### config.mk
export PLATFORM = sky130hd
export DESIGN_NAME = panel_pattern_source
export DESIGN_NICKNAME = d
export VERILOG_FILES = /design/src/rtl/panel_test_pkg.sv /design/src/rtl/panel_pattern_word.sv /design/src/rtl/panel_pattern_source.sv
export SDC_FILE = /design/constraint.sdc
export NUM_CORES = 1
export LEC_CHECK = 0
export CAP_MARGIN = 10
export CORE_MARGIN = 2
export CORE_UTILIZATION = 39
export DETAILED_ROUTE_END_ITERATION = 12
export PLACE_DENSITY = 0.68
export SLEW_MARGIN = 20
export SYNTH_ARGS = -nofsm -noshare
export SYNTH_HDL_FRONTEND = slang
export SYNTH_SLANG_ARGS = --single-unit
### constraint.sdc
create_clock -name clk_hse -period 4 [get_ports clk_hse]
set_input_delay 1.2 -clock clk_hse [delete_from_list [all_inputs] [get_ports clk_hse]]
set_output_delay 1.2 -clock clk_hse [all_outputs]
set_load 0.03 [all_outputs]
### src/rtl/panel_test_pkg.sv
// Shared types and default geometry for the panel-test pattern path.
package panel_test_pkg;

  typedef enum logic [1:0] {
    SOLID   = 2'd0,
    COLBAR  = 2'd1,
    CHECKER = 2'd2,
    RAMP    = 2'd3
  } pattern_mode_t;

  localparam int unsigned PT_LANES            = 30;
  localparam int unsigned PT_WORDS_PER_COLUMN = 768;
  localparam int unsigned PT_COLUMNS          = 128;

endpackage

### src/rtl/panel_pattern_word.sv
// Combinational test-pattern generator: (mode, word, column) -> one lane word.
module panel_pattern_word
  import panel_test_pkg::*;
#(
  parameter int unsigned LANES = PT_LANES
) (
  input  pattern_mode_t    mode,
  input  logic [3:0]       w_lo,
  input  logic [3:0]       c_lo,
  output logic [LANES-1:0] word
);

  always_comb begin
    word = '0;
    unique case (mode)
      SOLID:   word = '1;
      COLBAR:  word = (c_lo == 4'd0) ? '1 : '0;
      CHECKER: begin
        for (int unsigned l = 0; l < LANES; l++) begin
          word[l] = l[0] ^ w_lo[0] ^ c_lo[0];
        end
      end
      RAMP:    word = (w_lo < c_lo) ? '1 : '0;
      default: word = '0;
    endcase
  end

endmodule

### src/rtl/panel_pattern_source.sv
// Test-pattern framebuffer feeder: tracks column/word position and serves
// one pattern word per request, one cycle after the request.
module panel_pattern_source
  import panel_test_pkg::*;
#(
  parameter int unsigned LANES            = PT_LANES,
  parameter int unsigned WORDS_PER_COLUMN = PT_WORDS_PER_COLUMN,
  parameter int unsigned COLUMNS          = PT_COLUMNS
) (
  input  logic                       clk_hse,
  input  logic                       rst,
  input  logic                       enable,
  input  logic [1:0]                 mode,
  input  logic                       position_sync,
  input  logic                       column_ready,
  input  logic                       data_req,
  output logic [LANES-1:0]           framebuffer_dat,
  output logic                       data_valid,
  output logic [$clog2(COLUMNS)-1:0] column_index,
  output logic                       overrun
);

  localparam int unsigned CW = $clog2(COLUMNS);
  localparam int unsigned WW = $clog2(WORDS_PER_COLUMN + 1);
  localparam logic [WW-1:0] WORD_LIMIT = WW'(WORDS_PER_COLUMN);
  localparam logic [CW-1:0] COL_LAST   = CW'(COLUMNS - 1);

  pattern_mode_t    mode_q;
  logic             enable_q;
  logic [WW-1:0]    word_cnt;

  logic             col_event;
  logic             word_sat;
  logic [CW-1:0]    next_col;

  pattern_mode_t    eff_mode;
  logic             eff_enable;
  logic [3:0]       eff_w;
  logic [3:0]       eff_c;
  logic [LANES-1:0] pattern;
  logic [LANES-1:0] served;

  assign col_event = position_sync | column_ready;
  assign word_sat  = (word_cnt == WORD_LIMIT);
  assign next_col  = (column_index == COL_LAST) ? '0 : column_index + CW'(1);

  // A request coinciding with a column boundary is word 0 of the new column,
  // so the pattern inputs bypass the latches and take the incoming values.
  always_comb begin
    eff_mode   = mode_q;
    eff_enable = enable_q;
    eff_w      = word_cnt[3:0];
    eff_c      = column_index[3:0];
    if (col_event) begin
      eff_mode   = pattern_mode_t'(mode);
      eff_enable = enable;
      eff_w      = '0;
      eff_c      = position_sync ? '0 : next_col[3:0];
    end
    served = (eff_enable && (col_event || !word_sat)) ? pattern : '0;
  end

  panel_pattern_word #(
    .LANES (LANES)
  ) u_word (
    .mode (eff_mode),
    .w_lo (eff_w),
    .c_lo (eff_c),
    .word (pattern)
  );

  always_ff @(posedge clk_hse or posedge rst) begin
    if (rst) begin
      framebuffer_dat <= '0;
      data_valid      <= 1'b0;
      column_index    <= '0;
      overrun         <= 1'b0;
      word_cnt        <= '0;
      mode_q          <= SOLID;
      enable_q        <= 1'b1;
    end else begin
      data_valid <= data_req;
      if (data_req) begin
        framebuffer_dat <= served;
      end
      if (col_event) begin
        mode_q       <= pattern_mode_t'(mode);
        enable_q     <= enable;
        column_index <= position_sync ? '0 : next_col;
        overrun      <= 1'b0;
        word_cnt     <= data_req ? WW'(1) : '0;
      end else if (data_req) begin
        if (word_sat) begin
          overrun <= 1'b1;
        end else begin
          word_cnt <= word_cnt + WW'(1);
        end
      end
    end
  end

endmodule

Yosys cells after proc, flatten, opt, wreduce, memory -nomap -nowiden
Cells that the tools add are included.
{"block": "totals", "reg_bits": 52, "latch_bits": 0, "ram_bits": 0, "rom_bits": 0, "in_bits": 8, "output_inout_bits": 39, "mem_count": 0}
{"block": "op_classes", "add_sub_neg": 2, "mul": 0, "div": 0, "magnitude_cmp": 1, "n_eq_ne": 6, "shifts": 0, "muxes": 18, "bitwise": 4, "n_reduce_logical": 9}
{"op": "$pmux W30 S4", "n": 1}
{"op": "$mux W30", "n": 3}
{"op": "$mux W10", "n": 3}
{"op": "$mux W7", "n": 2}
{"op": "$mux W4", "n": 3}
{"op": "$add A10 B1 Y10 const B", "n": 1}
{"op": "$eq A10 B10 Y1 const B", "n": 1}
{"op": "$add A7 B1 Y7 const B", "n": 1}
{"op": "$eq A7 B7 Y1 const B", "n": 1}
{"op": "$mux W1", "n": 5}
{"op": "$eq A2 B2 Y1 const B", "n": 2}
{"op": "$logic_not A4 Y1", "n": 1}
{"op": "$lt A4 B4 Y1", "n": 1}
{"op": "$reduce_and A2 Y1", "n": 2}
{"op": "$reduce_bool A2 Y1", "n": 2}
{"op": "$eq A2 B1 Y1 const B", "n": 1}
{"op": "$logic_not A2 Y1", "n": 1}
{"op": "$mux W2", "n": 1}
{"op": "$ne A2 B2 Y1 const B", "n": 1}
{"op": "$xor A1 B1 Y1", "n": 2}
{"op": "$logic_and A1 B1 Y1", "n": 1}
{"op": "$logic_not A1 Y1", "n": 1}
{"op": "$logic_or A1 B1 Y1", "n": 1}
{"op": "$not A1 Y1", "n": 1}
{"op": "$or A1 B1 Y1", "n": 1}

Depth between registers and ports, before layout
Gate-level depths: netlist of run 1.
{"block": "depth", "word_depth": 8, "mapped_depth": 10, "mapped_depth_nobuf": 10}

Cells and area by module
From an unflattened synthesis of run 1, not the netlist that was laid out.
{"block": "unflattened", "cells_unflattened": 306, "hier_area_um2": 3060.4}
{"module": "panel_pattern_source", "instances": 1, "cells_per_inst": 260, "area_each_um2": 2723.9, "seq_area_each_um2": 1302.5}
{"module": "panel_pattern_word", "instances": 1, "cells_per_inst": 46, "area_each_um2": 336.6, "seq_area_each_um2": 0.0}

Worst setup path after synthesis of run 1
Ideal clock, no wire load.
{"block": "synth_path", "kind": "input-to-reg", "start": "input column_ready", "end": "register framebuffer_dat[27]", "setup_ns": 0.084, "t_arrival_ns": 2.832, "required_time_ns": 3.916, "slack_ns": 1.084, "stages": 10, "path_cell_list": "buf_4 or2_2 clkbuf_1 nor2_1 ha_1 nor2b_1 o21a_1 o21ai_0 nand2_1 a41oi_2"}
{"block": "synth_via", "elab_chain_len": 6, "elab_cells_between_ends": 19, "classes_between": "order compare: 1; eq/ne: 3; mux: 8; bitwise: 3; reduce/logical: 4"}
{"item": "from (decl)", "line_no": "panel_pattern_source.sv:15", "rtl": "input logic column_ready,"}
{"item": "$or A1 B1 Y1 (*)", "line_no": "panel_pattern_source.sv:43", "rtl": "assign col_event = position_sync | column_ready;"}
{"item": "$mux W4", "line_no": "panel_pattern_source.sv:54", "rtl": "if (col_event) begin"}
{"item": "$lt A4 B4 Y1 (tied with other cells)", "line_no": "panel_pattern_word.sv:23", "rtl": "RAMP: word = (w_lo < c_lo) ? '1 : '0;"}
{"item": "$mux W30 (tied with other cells)", "line_no": "panel_pattern_word.sv:23"}
{"item": "$pmux W30 S4", "line_no": "panel_pattern_word.sv:15", "rtl": "unique case (mode)"}
{"item": "$mux W30 (*)", "line_no": "panel_pattern_source.sv:60", "rtl": "served = (eff_enable && (col_event || !word_sat)) ? pattern : '0;"}
{"item": "to (signal assigned)", "line_no": "panel_pattern_source.sv:84", "rtl": "framebuffer_dat <= served;"}
{"item": "to (decl)", "line_no": "panel_pattern_source.sv:17", "rtl": "output logic [LANES-1:0] framebuffer_dat,"}
Mark *: on every way between the ends. The rest lies on a longest branch, timed or not.
A chain may end at the register's enable or synchronous reset.

Final worst setup path of run 1
Ends and elaborated chain as after synthesis.

==> flow_summary_export.csv, run 1 <==
group,metric,value,unit
hold_path,min_to,"enable_q",
logic_synthesis,synth_nets,192,
clock_network,clkTransAtPathRegs,80,ps
routing,ant_nets,0,
floorplanning,core,3970,µm²
layout,final_common_cell,"clkdlybuf4s50_1",
timing,clock_skew,3.78,ps
global_route,grt_pass1_vias,1092,
layout,nets,212,
logic_synthesis,synth.avg_cell_area,8.98,µm²
logic_synthesis,netlist_area,1590,µm²
floorplanning,dieArea,4600,µm²
power_and_ir_drop,p_leak,0.000764,µW
placed_design,dp_hpwl,2290,µm
clock_network,clk_latency,270,ps
clock_network,cts_max_level,1,
logic_synthesis,ys.flop_type,"dfrtp_1",
critical_path,timing.critical_path.buf_inv,1,
critical_path,cp_max_fo,12,
layout,final_cell_mix,"clkdlybuf4s50_1 (46), dfrtp_1 (23), nand2_1 (17), nor2_1 (14), a21oi_1 (12)",
clock_network,postCtsHoldBufs,0,
clock_network,post_cts_buffers,0,
critical_path,start_kind,"primary input",
floorplanning,fp.dieW,67.9,µm
timing,clock.fmax,309,MHz
clock_network,root_buffer,"clkbuf_8",
global_route,grt_max_degree,25,
placed_design,gp_congestion,0.743,
layout,area_growth,21.3,%
clock_network,cts_tree,"done",
routing,first_pass_iters,4,
floorplanning,rows,23,
hold_path,hold_class,"register to register",
hold_path,min_path_cells,2,
floorplanning,die_y,67.9,µm
logic_synthesis,ys_seq_area_share,37.8,%
power_and_ir_drop,vdd_drop_max,0.171,mV
clock_network,cts_resized,0,
clock_network,ctsLongestPathBuffers,2,
critical_path,crit_type,"primary input to register",
critical_path,slowest_stage,"clkdlybuf4s50_1",
timing,fin_setup_tns,0,ps
timing,slew-limit-headroom,39.4,%
logic_synthesis,syn_inst,177,
global_route,grt-ovfl-total,0,
layout,diodes,0,
routing,drc,0,
timing,setup_violations,0,
routing,vias,1172,
job,max_cap_viol_count,0,
layout,final_layout_size_suffix_gt1_share,7.65,%
routing,viasPerCell,4.76,
logic_synthesis,synth_cell_types,43,
critical_path,rr_startpoint,"column_index[0]",
clock_network,cts_buffers,3,
critical_path,arrival,3430,ps
global_route,grt_pass1_wl,5000,µm
floorplanning,io_pins,47,
logic_synthesis,synth_warnings,0,
critical_path,crit_chain,"clkdlybuf4s50_1 -> or2_2 -> nor2_1 -> ha_1 -> nor2b_1 -> o21a_1 -> o21ai_0 -> nand2_1 -> a41oi_2",
routing,routed_wl,3020,µm
logic_synthesis,async_reset_ff_share,100,%
logic_synthesis,yosys_register_bits,24,
placed_design,port-buffer-count,46,
power_and_ir_drop,p_per_area,318,nW/µm²
critical_path,r2r_end,"framebuffer_dat[27]",
hold_path,min_from,"enable_q",
critical_path,max_stage_delay,600,ps
timing,tightest_slew,908,ps
critical_path,ff2ff_path_depth,10,
timing,fin_crit_sh,81.0,%
logic_synthesis,synth_edf_count,0,
critical_path,required,4190,ps
floorplanning,initial_core_util,40.0,%
global_route,antenna_found_initial,0,
timing,final-max-slew-violation-count,0,
clock_network,cts_sinks,24,
layout,fin_util,48.6,%
critical_path,end_kind,"register",
timing,hold_viol,0,
global_route,grt.total_usage,14.4,%
routing,wl_per_cell,12.3,µm
timing,period_needed,3240,ps
status,status,"finished clean",
timing,rsz0062_at_grt,"false",
critical_path,regToRegSetupSlack,1890,ps
routing,drt_iter0_drc,81,
critical_path,crit_family,"simple AND/OR/NAND/NOR gates",
[kinds of logic after synthesis]
family          Yosys count  synth area share, %
mux                       3                 1.89
xor+xnor                  7                 3.86
fa+ha+maj                 7                 5.51
compound gates           33                 13.5
simple gates             62                 20.5
buf+inv                  41                 17.0
flops                    24                 37.8
[synthesized netlist by cell type, types with 2 or more instances]
cell	count	area share, %
o21ai_0	8	2.5
clkbuf_1	2	0.47
inv_1	9	2.1
or3_1	4	1.6
nand4_1	4	1.6
buf_4	29	14
a31oi_1	2	0.79
nor2b_1	2	0.79
dfrtp_1	23	36
nand3_2	2	1.3
and2_1	2	0.79
nor2_1	14	3.3
nor3b_1	2	0.94
xor2_1	6	3.3
nand2_1	17	4.0
ha_1	7	5.5
a21oi_1	12	3.8
mux2i_1	3	1.9
nor3_1	2	0.63
nand3_1	4	1.3
[final cells by class]
type                    count  area, µm²
fillers                   374       2040
clock buffers               4       45.0
well taps                  50       62.6
repair buffers             47        468
multi-input cells         112        718
inverters                   9       33.8
flip-flops and latches     24        602
[registers in the layout, summed over array words and instances (netlist names)]
| signal | cells |
|---|---|
| framebuffer_dat | 2 |
| column_index | 7 |
| overrun | 1 |
| data_valid | 1 |
| word_cnt | 10 |
| enable_q | 1 |
| mode_q | 2 |
[stage by stage]
| stage | worst slack (ps) | hold WS [ps] | total power (µW) | cell area [µm²] | instances |
|---|---|---|---|---|---|
| after floorplan | 1080 | 448 | 428 | 1590 | 177 |
| after global placement | 563 | 464 | 472 | 1880 | 242 |
| after detailed placement | 511 | 472 | 472 | 1880 | 242 |
| after CTS | 750 | 485 | 622 | 1930 | 246 |
| after global routing | 586 | 517 | 641 | 1930 | 246 |
| final | 762 | 480 | 613 | 1930 | 246 |
[routing by layer]
| layer | up-vias | track usage, % | share of wire (%) |
|---|---|---|---|
| li1 | 618 | - | - |
| met1 | 532 | 18.8 | 48 |
| met2 | 17 | 24.0 | 47 |
| met3 | 5 | 1.97 | 3.0 |
| met4 | 0 | 6.00 | 1.8 |
| met5 | - | 0 | 0 |
[worst register-to-register path, stage by stage (launching register included)]
cell and delay [ps]:
dfrtp_1 430, ha_1 300, mux2i_1 60, nor2_1 160
inv_1 60, ha_1 260, nor2b_1 130, o21a_1 150
o21ai_0 160, nand2_1 110, a41oi_2 200
[worst max path at each step]
stage                  from             endpoint  cells past startpoint
2_1_floorplan  column_ready  framebuffer_dat[27]                     10
3_3_place_gp   column_ready  framebuffer_dat[27]                      9
3_5_place_dp   column_ready  framebuffer_dat[27]                      9
4_1_cts        column_ready  framebuffer_dat[27]                      9
5_1_grt        column_ready  framebuffer_dat[27]                      9
6_report       column_ready  framebuffer_dat[27]                      9
[report_power, final]
group	internal, µW	switching (µW)
sequential	251	13.6
combinational	82.1	119
clock	71.3	76.2
total	404	208
(Power assumes the default switching activity.)
==> run 2: changes to the inputs <==
PLACE_DENSITY = 0.71   (was 0.68)
clock period = 2.8 ns   (was 4 ns; I/O delays follow)
==> run 2 against run 1 <==
Routed wire length increased by 6.9%. Design area increased by 6.0%. Clock-buffer cell count decreased by 1. Die area unchanged. Via count increased by 7.4%. Non-clock buffer count increased by 12. Critical path depth increased by 2. First-iteration DRC count decreased by 27%. Largest power group unchanged.
==> flow_summary_export.csv, run 2 (synthesized netlist as in run 1, its figures left out) <==
group,metric,value,unit
power_and_ir_drop,vdd_drop_max,0.409,mV
hold_path,min_from,"enable_q",
floorplanning,initial_core_util,40.0,%
timing,setup_violations,0,
critical_path,slowest_stage,"clkdlybuf4s50_1",
clock_network,postCtsHoldBufs,0,
layout,final_layout_size_suffix_gt1_share,13.5,%
timing,hold_ws,477,ps
layout,final_cell_mix,"clkdlybuf4s50_1 (46), dfrtp_1 (23), nand2_1 (17), nor2_1 (14), buf_4 (13)",
placed_design,dp_hpwl,2450,µm
critical_path,start_kind,"primary input",
critical_path,rr_startpoint,"column_index[2]",
layout,top_register,"word_cnt",
critical_path,ff2ff_path_depth,7,
critical_path,crit_chain,"clkdlybuf4s50_1 -> buf_4 -> and2b_2 -> o21ai_2 -> a21oi_1 -> ha_1 -> nor2b_1 -> o21a_1 -> o21ai_0 -> nand2_1 -> a41oi_2",
floorplanning,die_y,67.9,µm
floorplanning,io_pins,47,
routing,drc,0,
power_and_ir_drop,power_frac_comb,30.4,%
timing,slew-limit-headroom,70.6,%
critical_path,crit_type,"primary input to register",
global_route,grt.total_usage,15.6,%
routing,routed_wl,3230,µm
clock_network,cts_sinks,24,
floorplanning,fp.dieW,67.9,µm
critical_path,required,3000,ps
clock_network,root_buffer,"clkbuf_8",
floorplanning,rows,23,
power_and_ir_drop,p_per_area,480,nW/µm²
layout,final_common_cell,"clkdlybuf4s50_1",
timing,fin_crit_sh,90.9,%
routing,drt_iter0_drc,59,
timing,hold_viol,0,
routing,viasPerCell,4.88,
floorplanning,core,3970,µm²
layout,area_growth,28.6,%
clock_network,clk_latency,270,ps
timing,final-max-slew-violation-count,0,
clock_network,post_cts_buffers,0,
routing,ant_nets,0,
critical_path,timing.critical_path.buf_inv,2,
layout,top_regs,"word_cnt (10), column_index (7)",
floorplanning,dieArea,4600,µm²
timing,clock_skew,10.5,ps
routing,vias,1259,
layout,nFillCells,371,
power_and_ir_drop,p_seq_share,38.5,%
placed_design,gp_congestion,0.754,
global_route,antenna_found_initial,0,
global_route,grt_pass1_vias,1200,
power_and_ir_drop,switching_power,305,µW
layout,fin_cells,258,
power_and_ir_drop,p_leak,0.000835,µW
timing,period_needed,2550,ps
placed_design,place_inst,254,
clock_network,cts_buffers,3,
critical_path,arrival,2740,ps
clock_network,clkTransAtPathRegs,90,ps
layout,nets,224,
routing,wl_per_cell,12.5,µm
routing,first_pass_iters,4,
layout,largest_register_ffs,10,
placed_design,port-buffer-count,46,
hold_path,min_to,"enable_q",
status,status,"finished clean",
global_route,grt-ovfl-total,0,
critical_path,end_kind,"register",
placed_design,placed_area,1970,µm²
critical_path,r2r_end,"framebuffer_dat[27]",
layout,diodes,0,
power_and_ir_drop,p_clk_share,31.1,%
power_and_ir_drop,p_int,677,µW
critical_path,crit_family,"buffers and inverters",
global_route,grt_pass1_wl,5530,µm
critical_path,cp_max_fo,6,
clock_network,ctsLongestPathBuffers,2,
critical_path,max_stage_delay,580,ps
layout,final_area,2050,µm²
hold_path,min_path_cells,2,
clock_network,cts_resized,0,
timing,rsz0062_at_grt,"false",
job,max_cap_viol_count,0,
global_route,grt_max_degree,25,
critical_path,regToRegSetupSlack,720,ps
power_and_ir_drop,switching_share,31.1,%
clock_network,cts_tree,"done",
hold_path,hold_class,"register to register",
timing,tightest_slew,441,ps
clock_network,cts_max_level,1,
timing,clock.fmax,393,MHz
## run 2: worst max-delay path by stage
| stage | start | to | depth (start not counted) |
|---|---|---|---|
| 2_1_floorplan | column_ready | framebuffer_dat[27] | 10 |
| 3_3_place_gp | column_ready | framebuffer_dat[27] | 9 |
| 3_5_place_dp | column_ready | framebuffer_dat[27] | 9 |
| 4_1_cts | column_ready | framebuffer_dat[27] | 11 |
| 5_1_grt | column_ready | framebuffer_dat[27] | 9 |
| 6_report | column_ready | framebuffer_dat[27] | 11 |
## run 2: per-layer routing
layer	vias up	part of all wire, %	global-route usage (%)
met5	-	0	0
met4	0	0.56	2.25
met3	2	4.0	3.13
met2	25	50	28.2
met1	595	45	19.6
li1	637	-	-
## run 2: layout make-up
class	count	area (µm²)	share of cell area (%)
Inverter	9	33.8	1.65
Clock inverter	1	30.0	1.47
Sequential cell	24	602	29.4
Clock buffer	3	41.3	2.02
Tap cell	50	62.6	3.06
Timing Repair Buffer	59	558	27.3
Multi-Input combinational cell	112	718	35.1
## run 2: per-stage QoR
| stage | utilization (%) | total power [µW] | setup TNS (ps) | setup slack (ps) |
|---|---|---|---|---|
| 2_1_floorplan | - | 611 | 0 | 244 |
| 3_3_place_gp | 49.7 | 684 | 0 | 15.7 |
| 3_5_place_dp | 49.7 | 686 | -12.8 | -12.8 |
| 4_1_cts | 51.5 | 993 | 0 | 274 |
| 5_1_grt | 51.5 | 1020 | 0 | 175 |
| 6_report | 51.5 | 982 | 0 | 254 |
## run 2: power groups by stage
stage	clock, µW	sequential (µW)	combinational, µW
after floorplan	0	394	217
after global placement	0	385	300
after detailed placement	0	385	301
after CTS	312	378	302
after global routing	327	382	316
final	305	378	299
## run 2: tightest hold or removal path, stage by stage, from the launching register on
cell and delay, ps:
dfstp_2 370, nand2_1 60, nand2_1 50
